$ cat config.mk
export PLATFORM = sky130hd
export DESIGN_NAME = xyolo_write_ctrl
export DESIGN_NICKNAME = d
export VERILOG_FILES = /design/src/rtl/xyolo_write_ctrl.sv
export SDC_FILE = /design/constraint.sdc
export NUM_CORES = 1
export LEC_CHECK = 0
export ABC_CLOCK_PERIOD_IN_PS = 3500
export BUFFER_PORTS_ARGS = -buffer_cell sky130_fd_sc_hd__buf_4
export CAP_MARGIN = 25
export CORE_MARGIN = 1.5
export CORE_UTILIZATION = 54
export CTS_BUF_LIST = sky130_fd_sc_hd__clkbuf_4
export DETAILED_ROUTE_END_ITERATION = 10
export PLACE_DENSITY = 0.77
export SKIP_LAST_GASP = 1
export SYNTH_ARGS = -nofsm -noshare
export SYNTH_HDL_FRONTEND = slang
export SYNTH_SLANG_ARGS = --single-unit
export TNS_END_PERCENT = 1
$ cat constraint.sdc
create_clock -name clk -period 3.5 [get_ports clk]
set_clock_uncertainty 0.15 [all_clocks]
set_input_delay 0.175 -clock clk [delete_from_list [all_inputs] [get_ports clk]]
set_output_delay 0.175 -clock clk [all_outputs]
set_load 0.005 [all_outputs]
$ cat src/rtl/xyolo_write_ctrl.sv
// Sequencer for the YOLO write stage: walks the vread pixel memory, strobes the
// xyolo load controls and emits vwrite writes, with optional 2x2 max-pool grouping.
module xyolo_write_ctrl #(
    parameter int MEM_ADDR_W    = 11,
    parameter int VWRITE_ADDR_W = 10,
    parameter int CNT_W         = 16,
    parameter int RES_LAT       = 2
) (
    input  logic                     clk,
    input  logic                     rst,
    input  logic                     run,
    output logic                     done,
    input  logic [CNT_W-1:0]         n_macs,
    input  logic [CNT_W-1:0]         n_out,
    input  logic [MEM_ADDR_W-1:0]    rd_start,
    input  logic [MEM_ADDR_W-1:0]    rd_incr,
    input  logic [MEM_ADDR_W-1:0]    rd_out_incr,
    input  logic [VWRITE_ADDR_W-1:0] wr_start,
    input  logic                     maxpool,
    output logic                     vread_enB,
    output logic [MEM_ADDR_W-1:0]    vread_addrB,
    output logic                     vwrite_enB,
    output logic [VWRITE_ADDR_W-1:0] vwrite_addrB,
    output logic                     ld_acc,
    output logic                     ld_mp,
    output logic                     ld_res
);

    localparam logic [CNT_W-1:0]         CNT_ONE = 1;
    localparam logic [VWRITE_ADDR_W-1:0] WR_ONE  = 1;

    typedef enum logic [1:0] {IDLE, ISSUE, DRAIN} state_t;

    state_t state, state_next;

    logic [CNT_W-1:0]         cfg_last_k, cfg_last_o;
    logic [MEM_ADDR_W-1:0]    cfg_rd_incr, cfg_rd_out_incr;
    logic                     cfg_maxpool;
    logic [CNT_W-1:0]         k, o;
    logic [MEM_ADDR_W-1:0]    rd_addr, base_addr, base_next;
    logic [VWRITE_ADDR_W-1:0] wr_addr;
    // Bit 0 of each pipe is aligned with ld_res; the top bit is the write cycle.
    logic [RES_LAT:0]         res_sr, wr_sr;

    logic issue, accept, last_k, last_o, pending;

    assign issue     = (state == ISSUE);
    assign accept    = (state == IDLE) && run && (n_macs != '0) && (n_out != '0);
    assign last_k    = (k == cfg_last_k);
    assign last_o    = (o == cfg_last_o);
    assign base_next = base_addr + cfg_rd_out_incr;
    assign pending   = |res_sr[RES_LAT-1:0];

    always_ff @(posedge clk or posedge rst) begin
        if (rst) state <= IDLE;
        else     state <= state_next;
    end

    always_comb begin
        state_next = state;
        case (state)
            IDLE:    if (accept) state_next = ISSUE;
            ISSUE:   if (last_k && last_o) state_next = DRAIN;
            DRAIN:   if (!pending) state_next = IDLE;
            default: state_next = IDLE;
        endcase
    end

    always_ff @(posedge clk or posedge rst) begin
        if (rst) begin
            cfg_last_k      <= '0;
            cfg_last_o      <= '0;
            cfg_rd_incr     <= '0;
            cfg_rd_out_incr <= '0;
            cfg_maxpool     <= 1'b0;
            k               <= '0;
            o               <= '0;
            rd_addr         <= '0;
            base_addr       <= '0;
            wr_addr         <= '0;
            res_sr          <= '0;
            wr_sr           <= '0;
            ld_acc          <= 1'b0;
            ld_mp           <= 1'b0;
        end else begin
            res_sr <= {res_sr[RES_LAT-1:0], issue && last_k};
            // Only the last member of a pool group (o mod 4 == 3) produces a write.
            wr_sr  <= {wr_sr[RES_LAT-1:0],
                       issue && last_k && (!cfg_maxpool || o[1:0] == 2'd3)};
            ld_acc <= issue && (k == '0);
            ld_mp  <= issue && last_k && cfg_maxpool && (o[1:0] != 2'd0);

            if (wr_sr[RES_LAT]) wr_addr <= wr_addr + WR_ONE;

            if (accept) begin
                cfg_last_k      <= n_macs - CNT_ONE;
                cfg_last_o      <= n_out - CNT_ONE;
                cfg_rd_incr     <= rd_incr;
                cfg_rd_out_incr <= rd_out_incr;
                cfg_maxpool     <= maxpool;
                k               <= '0;
                o               <= '0;
                rd_addr         <= rd_start;
                base_addr       <= rd_start;
                wr_addr         <= wr_start;
            end else if (issue) begin
                if (last_k) begin
                    k         <= '0;
                    o         <= o + CNT_ONE;
                    base_addr <= base_next;
                    rd_addr   <= base_next;
                end else begin
                    k       <= k + CNT_ONE;
                    rd_addr <= rd_addr + cfg_rd_incr;
                end
            end
        end
    end

    assign done         = (state == IDLE);
    assign vread_enB    = issue;
    assign vread_addrB  = issue ? rd_addr : '0;
    assign ld_res       = res_sr[0];
    assign vwrite_enB   = wr_sr[RES_LAT];
    assign vwrite_addrB = wr_sr[RES_LAT] ? wr_addr : '0;

endmodule

==> results of run 1 <==
per-layer routing:
metal,vias to the layer above,routed length (um),track usage [%]
met5,-,0,0
met4,0,479,10.1
met3,40,953,4.70
met2,203,9150,45.9
met1,3213,8400,35.8
li1,3282,-,-
power groups by stage:
stage	logic (mW)	clock network, mW	registers, mW
floorplan	0.0480	0	1.51
global placement	0.145	0	1.51
detailed placement	0.146	0	1.51
CTS	0.233	1.06	1.48
global route	0.256	1.13	1.48
finish	0.237	1.05	1.48
stage by stage:
| step | worst slack (ps) | instances | hold slack [ps] | utilization [%] | power [mW] |
|---|---|---|---|---|---|
| 5_1_grt | 192 | 1227 | 51.3 | 72.4 | 2.86 |
| 4_1_cts | 422 | 1226 | 12.9 | 72.4 | 2.77 |
| 6_report | 319 | 1227 | 46.7 | 72.4 | 2.76 |
| 2_1_floorplan | 1030 | 843 | 130 | - | 1.56 |
| 3_3_place_gp | 789 | 1093 | 182 | 62.7 | 1.65 |
| 3_5_place_dp | 751 | 1093 | 188 | 62.7 | 1.65 |
cell usage after synthesis, types with 12 or more instances:
library cell	instances
xor2_1	23
nand2_1	150
ha_1	29
dfrtp_1	128
inv_1	27
xnor2_1	76
and3_1	13
nor3_1	15
o21ai_0	66
clkbuf_1	20
a21oi_1	26
nand3_1	34
and2_1	20
nand4_1	19
nor2_1	65
a31oi_1	12
state kept, by name, summed over array words and instances (netlist names), 2 cells and up:
name and count:
cfg_last_k 16, cfg_last_o 16, k 16, o 16
base_addr 11, cfg_rd_incr 11, cfg_rd_out_incr 11, rd_addr 11
wr_addr 10, wr_sr 3, res_sr 2, state 2
worst max-delay path by stage:
stage                             startpoint             to  slack [ps]  cells after the start
final                               n_out[4]  cfg_last_k[5]         320                      9
after floorplan           cfg_rd_out_incr[0]    rd_addr[10]        1030                      9
after global routing                n_out[4]  cfg_last_k[5]         190                      9
after global placement             n_macs[7]     rd_addr[9]         790                      7
after CTS                          n_macs[7]  cfg_last_k[5]         420                      9
after detailed placement  cfg_rd_out_incr[0]    rd_addr[10]         750                      9
logic make-up (layout without fill, tap and decap cells):
logic type | Yosys count | in the layout | share of synthesized area (%)
and+or+nand+nor | 362 | 362 | 22.9
AOI/OAI and AO/OA | 147 | 147 | 11.9
DFF | 128 | 128 | 42.7
xor gates and xnor gates | 99 | 99 | 11.5
buffers and inverters | 65 | 272 | 4.15
adders and majority gates | 31 | 31 | 5.37
muxes | 11 | 11 | 1.53
other | 0 | 1 | 0
worst max-delay path, delay by kind of cell:
kind	cells	cell delay, ps
AOI/OAI and AO/OA	2	420
and+or+nand+nor	4	1530
buffers and inverters	3	1300
cells in the final DEF, fill, tap and decap left out, drive strengths merged, types with 5 or more instances in the layout:
cell	instances
a21oi	28
or3	9
o31ai	8
nand2	150
clkbuf	18
xnor2	76
dlygate4sd3	101
nor3	15
and2	21
nand3b	6
clkinv	9
dfrtp	128
o21ai	67
nand4	19
nor4	10
nand3	34
o211ai	5
xor2	23
and3	13
ha	29
a211oi	5
inv	27
a31oi	12
nor2	65
buf	111
mux2i	10
layout make-up:
cell class / count / area [sq um]
multi-input cells: 650 / 4010
fillers: 1011 / 3700
flip-flops and latches: 128 / 3200
repair buffers: 212 / 1880
well taps: 176 / 220
clock inverters: 14 / 148
clock buffers: 18 / 135
inverters: 28 / 109
diodes: 1 / 2.50
==> impl_metrics.py, run 1 <==
metrics = {
    "sta": {
        "fmax_mhz": 314,
        "tns_ps": 0,
        "setup_violations": 0,
        "rsz0062_at_grt": "no",
        "post-route-min-period_ps": 3180,
        "tightest_slew_ps": 944,
        "slew_viol_final": 0,
        "hold_violations": 0,
        "slew_headroom_pct": 37.1,
        "min_period_over_period_pct": 90.9,
    },
    "synthesis": {
        "netlist_instances": 843,
        "synth_warnings": 0,
        "synth-seq-area-share_pct": 42.7,
        "syn_area_per_cell_sq_um": 8.91,
        "ys_async_sr_fraction_pct": 100,
        "netlist_area_sq_um": 7510,
        "synth_nets": 953,
        "synth.distinct_cells": 58,
        "synth_edf_count": 0,
        "synthTopCellsByArea": "dfrtp_1 (43%), xnor2_1 (8.9%), nand2_1 (7.5%), ha_1 (4.8%), o21ai_0 (4.4%)",
        "ys_ff_latch": 128,
        "synthFlopType": "dfrtp_1",
        "yosysTopAreaCellShare_pct": 42.7,
        "yosys.area.top_type": "dfrtp_1",
    },
    "drt": {
        "vias_per_cell": 5.49,
        "route.detailed.drc": 0,
        "wl_per_cell_um": 15.5,
        "ant_nets": 0,
        "wirelength_um": 19000,
        "first_pass_iters": 5,
        "vias": 6738,
        "drtIter0Drc": 507,
    },
    "worst_hold_path": {
        "holdPathEnd": "base_addr[6]",
        "holdCritPathClass": "input pin to flop",
        "hp-start": "run",
        "hold-path-cell-count": 4,
    },
    "global_routing": {
        "grt_pass1_vias": 6698,
        "grt_max_degree": 97,
        "grt_pass1_wl_um": 31800,
        "grt_use_total_pct": 27.4,
        "grt_overflow": 0,
        "antenna_found_initial": 1,
    },
    "cells_and_area": {
        "areaGrowthSynthToFinish_pct": 29.2,
        "fin_nets": 1147,
        "final_area_sq_um": 9700,
        "layout-drive-gt1-share_pct": 14.7,
    },
    "placed_design": {
        "gp_congestion": 0.855,
        "place_area_sq_um": 8410,
        "hpwlAfterDp_um": 12300,
        "port-buffer-count": 105,
    },
    "worst_setup_path": {
        "crit-reg2reg-launch": "state[0]",
        "crit_chain": "dlygate4sd3_1 > buf_4 > nor4_1 > nand4_1 > o211a_2 > and2_4 > nor2_1 > a31oi_1 > dlygate4sd3_1",
        "worstPathMaxFanout": 91,
        "r2r_cells": 6,
        "reg2reg_setup_slack_ps": 650,
        "path_common_cell": "dlygate4sd3_1",
        "path_class": "input pin to flop",
        "setup.worst_path.end_class": "flop",
        "cp_slowest_stage_delay_ps": 710,
        "required_ps": 3770,
        "arrival_ps": 3450,
        "slowest_stage": "nor4_1",
        "crit_path_start_kind": "input pin",
        "worstReg2RegEnd": "cfg_last_k[5]",
    },
    "die": {
        "row_count": 42,
        "start_util_pct": 56.0,
        "dieWidth_um": 121,
        "ioPinCount": 106,
        "die-area_sq_um": 14600,
        "core-area_sq_um": 13400,
        "die_y_um": 121,
    },
    "pwr": {
        "switching_share_pct": 23.4,
        "clock_power_share_pct": 37.9,
        "vdd_drop_max_mv": 0.278,
        "comb_power_share_pct": 8.6,
        "p_switching_uw": 647,
        "p_int_mw": 2.11,
        "power.density_nw_per_um2": 284,
        "seqPwrFrac_pct": 53.6,
        "p_leak_nw": 4.27,
    },
    "run": {
        "cap_viol_max_count": 0,
    },
    "clocking": {
        "cts_tree": "done",
        "cts_hold_buffers": 101,
        "root_buffer": "clkbuf_4",
        "cts.sinks": 128,
        "clockBufferDepth": 2,
        "clkTransAtPathRegs_ps": 110,
        "cts_resized": 0,
        "postCtsSetupBuffers": 0,
        "htree_num_levels": 4,
        "numCtsBuffers": 17,
        "clock_latency_ps": 540,
    },
    "outcome": {
        "status": "finished, final reports clean",
    },
}
Power figures use the tool's default switching activity.
==> run 2, diff against run 1 <==
CORE_MARGIN = default   (was 1.5)
==> run 2 against run 1 <==
Final cell count grew 0.41%. Highest routed layer unchanged. Power grew 3.9%. Sequential cell count is the same. Sequential share of layout area shrank 0.18 points. Critical endpoint is now cfg_last_o[5]. Critical path depth is the same. Largest cell class unchanged.
==> impl_metrics.py, run 2 (synthesis results as in run 1) <==
metrics = {
    "clocking": {
        "postCtsSetupBuffers": 0,
        "clock_latency_ps": 560,
        "root_buffer": "clkbuf_4",
        "numCtsBuffers": 17,
        "clkTransAtPathRegs_ps": 120,
        "cts_tree": "done",
        "cts.sinks": 128,
        "clockBufferDepth": 2,
        "cts_hold_buffers": 102,
        "htree_num_levels": 4,
        "cts_resized": 0,
    },
    "cells_and_area": {
        "mostFrequentLayoutCell": "nand2_1",
        "fin_nets": 1152,
        "nFillCells": 1019,
        "areaGrowthSynthToFinish_pct": 30.0,
        "layout_common_cells": "nand2_1 (149), dfrtp_1 (128), buf_4 (114)",
        "post-route-util_pct": 72.8,
        "layout-drive-gt1-share_pct": 15.0,
    },
    "die": {
        "die_y_um": 120,
        "die-area_sq_um": 14400,
        "dieWidth_um": 120,
        "core-area_sq_um": 13400,
        "row_count": 42,
        "ioPinCount": 106,
        "start_util_pct": 56.0,
    },
    "pwr": {
        "clock_power_share_pct": 39.9,
        "p_leak_nw": 4.28,
        "vdd_drop_max_mv": 0.224,
        "p_int_mw": 2.19,
        "seqPwrFrac_pct": 51.6,
        "p_switching_uw": 679,
        "power.density_nw_per_um2": 294,
        "switching_share_pct": 23.7,
        "comb_power_share_pct": 8.5,
    },
    "sta": {
        "setup_violations": 0,
        "min_period_over_period_pct": 89.5,
        "post-route-min-period_ps": 3130,
        "fmax_mhz": 319,
        "slew_viol_final": 0,
        "hold_violations": 0,
        "tightest_slew_ps": 950,
        "slew_headroom_pct": 36.7,
        "rsz0062_at_grt": "no",
        "tns_ps": 0,
    },
    "drt": {
        "wirelength_um": 19900,
        "vias": 6827,
        "wl_per_cell_um": 16.2,
        "vias_per_cell": 5.54,
        "first_pass_iters": 5,
        "route.detailed.drc": 0,
        "drtIter0Drc": 525,
        "ant_nets": 0,
    },
    "global_routing": {
        "grt_max_degree": 92,
        "grt_pass1_vias": 6768,
        "grt_overflow": 0,
        "grt_pass1_wl_um": 32800,
        "antenna_found_initial": 1,
        "grt_use_total_pct": 29.1,
    },
    "worst_hold_path": {
        "hold-path-cell-count": 4,
        "holdCritPathClass": "input pin to flop",
    },
    "worst_setup_path": {
        "path_class": "input pin to flop",
        "worstPathMaxFanout": 91,
        "required_ps": 3810,
        "arrival_ps": 3440,
        "crit_chain": "dlygate4sd3_1 > buf_4 > or3_4 > or3_4 > or2_1 > and2_4 > nor2_1 > a31oi_1 > dlygate4sd3_1",
        "crit_path_start_kind": "input pin",
        "setup.worst_path.end_class": "flop",
        "r2r_cells": 6,
        "cp_slowest_stage_delay_ps": 610,
        "slowest_stage": "dlygate4sd3_1",
    },
    "outcome": {
        "status": "finished, final reports clean",
    },
    "run": {
        "cap_viol_max_count": 0,
    },
    "placed_design": {
        "port-buffer-count": 105,
        "gp_congestion": 0.823,
        "hpwlAfterDp_um": 12600,
    },
}
run 2: cell types whose count changed in the layout (fill, tap and decap cells not counted), sizes merged:
cell         delta
bufinv          +1
clkinvlp        +2
clkbuf          -1
clkinv          -2
dlygate4sd3     +1
buf             +4
run 2: path summary, 6_finish.rpt:
check	from	to	slack (ps)
worst max-delay path	n_macs[7]	cfg_last_o[5]	370
worst min-delay path	rd_incr[5]	cfg_rd_incr[5]	190
worst max register to register	state[0]	cfg_last_o[5]	660
worst min register to register	wr_sr[1]	wr_sr[2]	230
max in group asynchronous	rst	cfg_last_k[9]	2140
min in group asynchronous	rst	wr_addr[1]	210
run 2: power by group through the flow:
stage	registers (mW)	clock network [mW]	logic, mW
final	1.48	1.14	0.244
after global routing	1.48	1.22	0.263
after CTS	1.48	1.16	0.237
after detailed placement	1.51	0	0.149
after global placement	1.51	0	0.148
after floorplan	1.51	0	0.0480
run 2: worst max-delay path: cells and delay by family:
family / cells / cell delay [ps]
compound gates: 1 / 60
simple gates: 5 / 1880
buf+inv: 3 / 1300
run 2: final cells by class:
type | count | area (sq um) | share of cell area [%]
multi-input combinational | 650 | 4010 | 41.0
clock buffer | 17 | 128 | 1.31
inverter | 28 | 109 | 1.12
antenna | 1 | 2.50 | 0.0256
sequential | 128 | 3200 | 32.8
clock inverter | 15 | 194 | 1.99
tap | 176 | 220 | 2.26
timing repair buffer | 217 | 1900 | 19.4
run 2: routing by layer:
metal	wire length (um)	vias to the layer above	GRT usage (%)	share of wire, %
met1	8780	3279	37.4	44
li1	-	3301	-	-
met4	368	0	9.61	1.8
met3	879	33	5.99	4.4
met2	9870	214	48.9	50
met5	0	-	0	0
run 2: stage by stage:
stage	power (mW)	instance area [sq um]	cells	worst slack (ps)	hold WS, ps
2_1_floorplan	1.56	7510	843	1030	130
3_3_place_gp	1.65	8410	1097	806	186
3_5_place_dp	1.66	8410	1097	746	203
4_1_cts	2.88	9760	1231	464	152
5_1_grt	2.97	9760	1232	274	157
6_report	2.87	9760	1232	369	194
==> run 3, diff against run 2 <==
ABC_CLOCK_PERIOD_IN_PS = 2600   (was 3500)
CORE_MARGIN = 1.5   (was default)
clock period = 2.6 ns   (was 3.5 ns; I/O delays follow)
==> run 3 against run 2 <==
Final area grew 1.7%. Clock power is 31% higher. Core utilization increased by 1.3 points. Via count is 0.48% higher. Sequential power grew 34%. First-iteration DRC count shrank 25%. Combinational power up 35%. Highest routed layer unchanged.
==> impl_metrics.py, run 3 (synthesis results as in run 1) <==
metrics = {
    "outcome": {
        "status": "finished, final reports clean",
    },
    "pwr": {
        "comb_power_share_pct": 8.7,
        "vdd_drop_max_mv": 0.284,
        "p_leak_nw": 4.38,
        "p_int_mw": 2.98,
        "p_switching_uw": 830,
        "power.density_nw_per_um2": 384,
        "switching_share_pct": 21.8,
        "seqPwrFrac_pct": 52.2,
        "clock_power_share_pct": 39.1,
    },
    "die": {
        "row_count": 42,
        "core-area_sq_um": 13400,
        "dieWidth_um": 121,
        "start_util_pct": 56.0,
        "ioPinCount": 106,
        "die-area_sq_um": 14600,
        "die_y_um": 121,
    },
    "worst_setup_path": {
        "worstPathMaxFanout": 5,
        "path_class": "input pin to flop",
        "setup.worst_path.end_class": "flop",
        "cp-startpoint": "n_macs[7]",
        "crit-reg2reg-launch": "cfg_rd_out_incr[0]",
        "arrival_ps": 2810,
        "required_ps": 2880,
        "reg2reg_setup_slack_ps": 80,
        "worstReg2RegEnd": "rd_addr[10]",
        "r2r_cells": 9,
        "crit_path_start_kind": "input pin",
        "timing.critical_path.to": "cfg_last_k[15]",
    },
    "cells_and_area": {
        "areaGrowthSynthToFinish_pct": 32.2,
        "fin_nets": 1164,
        "finalNonFillerCells": 1242,
        "layout_common_cells": "nand2_1 (149), dfrtp_1 (128), buf_4 (122)",
        "mostFrequentLayoutCell": "nand2_1",
        "layout-drive-gt1-share_pct": 16.5,
    },
    "drt": {
        "wirelength_um": 19600,
        "ant_nets": 0,
        "first_pass_iters": 4,
        "vias_per_cell": 5.52,
        "wl_per_cell_um": 15.8,
        "route.detailed.drc": 0,
        "drtIter0Drc": 394,
        "vias": 6860,
    },
    "global_routing": {
        "grt_pass1_vias": 6871,
        "grt_pass1_wl_um": 32500,
        "antenna_found_initial": 1,
        "grt_use_total_pct": 28.1,
        "grt_max_degree": 42,
        "grt_overflow": 0,
    },
    "sta": {
        "post-route-min-period_ps": 2540,
        "rsz0062_at_grt": "yes",
        "slew_headroom_pct": 50.0,
        "fin_hold_ws_ps": 60.4,
        "slew_viol_final": 0,
        "tightest_slew_ps": 748,
        "setup_violations": 0,
        "fmax_mhz": 394,
        "tns_ps": 0,
        "min_period_over_period_pct": 97.5,
        "hold_violations": 0,
    },
    "clocking": {
        "clockBufferDepth": 2,
        "clkTransAtPathRegs_ps": 110,
        "cts_tree": "done",
        "cts.sinks": 128,
        "clock_latency_ps": 540,
        "root_buffer": "clkbuf_4",
        "numCtsBuffers": 17,
        "htree_num_levels": 4,
    },
    "placed_design": {
        "hpwlAfterDp_um": 13000,
        "dp_cells": 1110,
        "port-buffer-count": 105,
        "gp_congestion": 0.935,
    },
    "worst_hold_path": {
        "hp-start": "run",
        "holdCritPathClass": "input pin to flop",
    },
    "run": {
        "cap_viol_max_count": 0,
    },
}
==> run 3: repair_timing <==
action / CTS / global route
pin swaps: 0 / 4
cloned: 0 / 1
setup endpoints to repair: 1 / 12
gates resized for setup: 2 / 6
hold buffers: 99 / 0
buffers inserted: 0 / 1
endpoints found under the hold margin: 141 / 0
==> run 3: worst min-delay path by stage <==
stage                    to  slack, ps  cells past startpoint
6_report       base_addr[9]         60                      4
3_5_place_dp     wr_addr[6]        150                      2
2_1_floorplan   cfg_maxpool         90                      2
4_1_cts        base_addr[9]          4                      4
3_3_place_gp     wr_addr[7]        140                      2
5_1_grt        base_addr[9]         60                      4
==> run 3: worst max-delay path, cell delays in order <==
cell and delay [ps]:
dlygate4sd3_1 540, buf_4 150, or3_4 400, or3_4 410, nor4_1 380, xnor2_1 170
dlygate4sd3_1 560, o21ai_0 80
==> run 3: metrics by stage <==
stage          area (sq um)  setup WS (ps)  power (mW)  utilization [%]
3_3_place_gp           8590           51.5        2.23             64.1
5_1_grt                9930          -67.1        3.94             74.1
3_5_place_dp           8590          -37.7        2.23             64.1
2_1_floorplan          7510            131        2.09                -
4_1_cts                9890           28.6        3.82             73.8
6_report               9930           63.9        3.81             74.1
==> run 3: cell type report <==
class,instances,area (sq um)
Antenna cell,1,2.50
Clock buffer,21,158
Clock inverter,9,141
Fill cell,956,3470
Inverter,28,109
Multi-Input combinational cell,651,4050
Sequential cell,128,3200
Tap cell,176,220
Timing Repair Buffer,228,2050
==> run 3: power by group through the flow <==
stage / Combinational, mW / Clock, mW / Sequential [mW]
5_1_grt: 0.358 / 1.59 / 1.99
4_1_cts: 0.323 / 1.50 / 1.99
3_3_place_gp: 0.203 / 0 / 2.03
3_5_place_dp: 0.205 / 0 / 2.03
2_1_floorplan: 0.0646 / 0 / 2.03
6_report: 0.330 / 1.49 / 1.99
==> run 3: metal layers <==
| metal | GRT usage (%) | vias up | share of wire [%] |
|---|---|---|---|
| li1 | - | 3327 | - |
| met1 | 36.5 | 3276 | 44 |
| met2 | 47.2 | 217 | 48 |
| met3 | 5.59 | 40 | 5.3 |
| met4 | 9.04 | 0 | 2.0 |
| met5 | 0 | - | 0 |
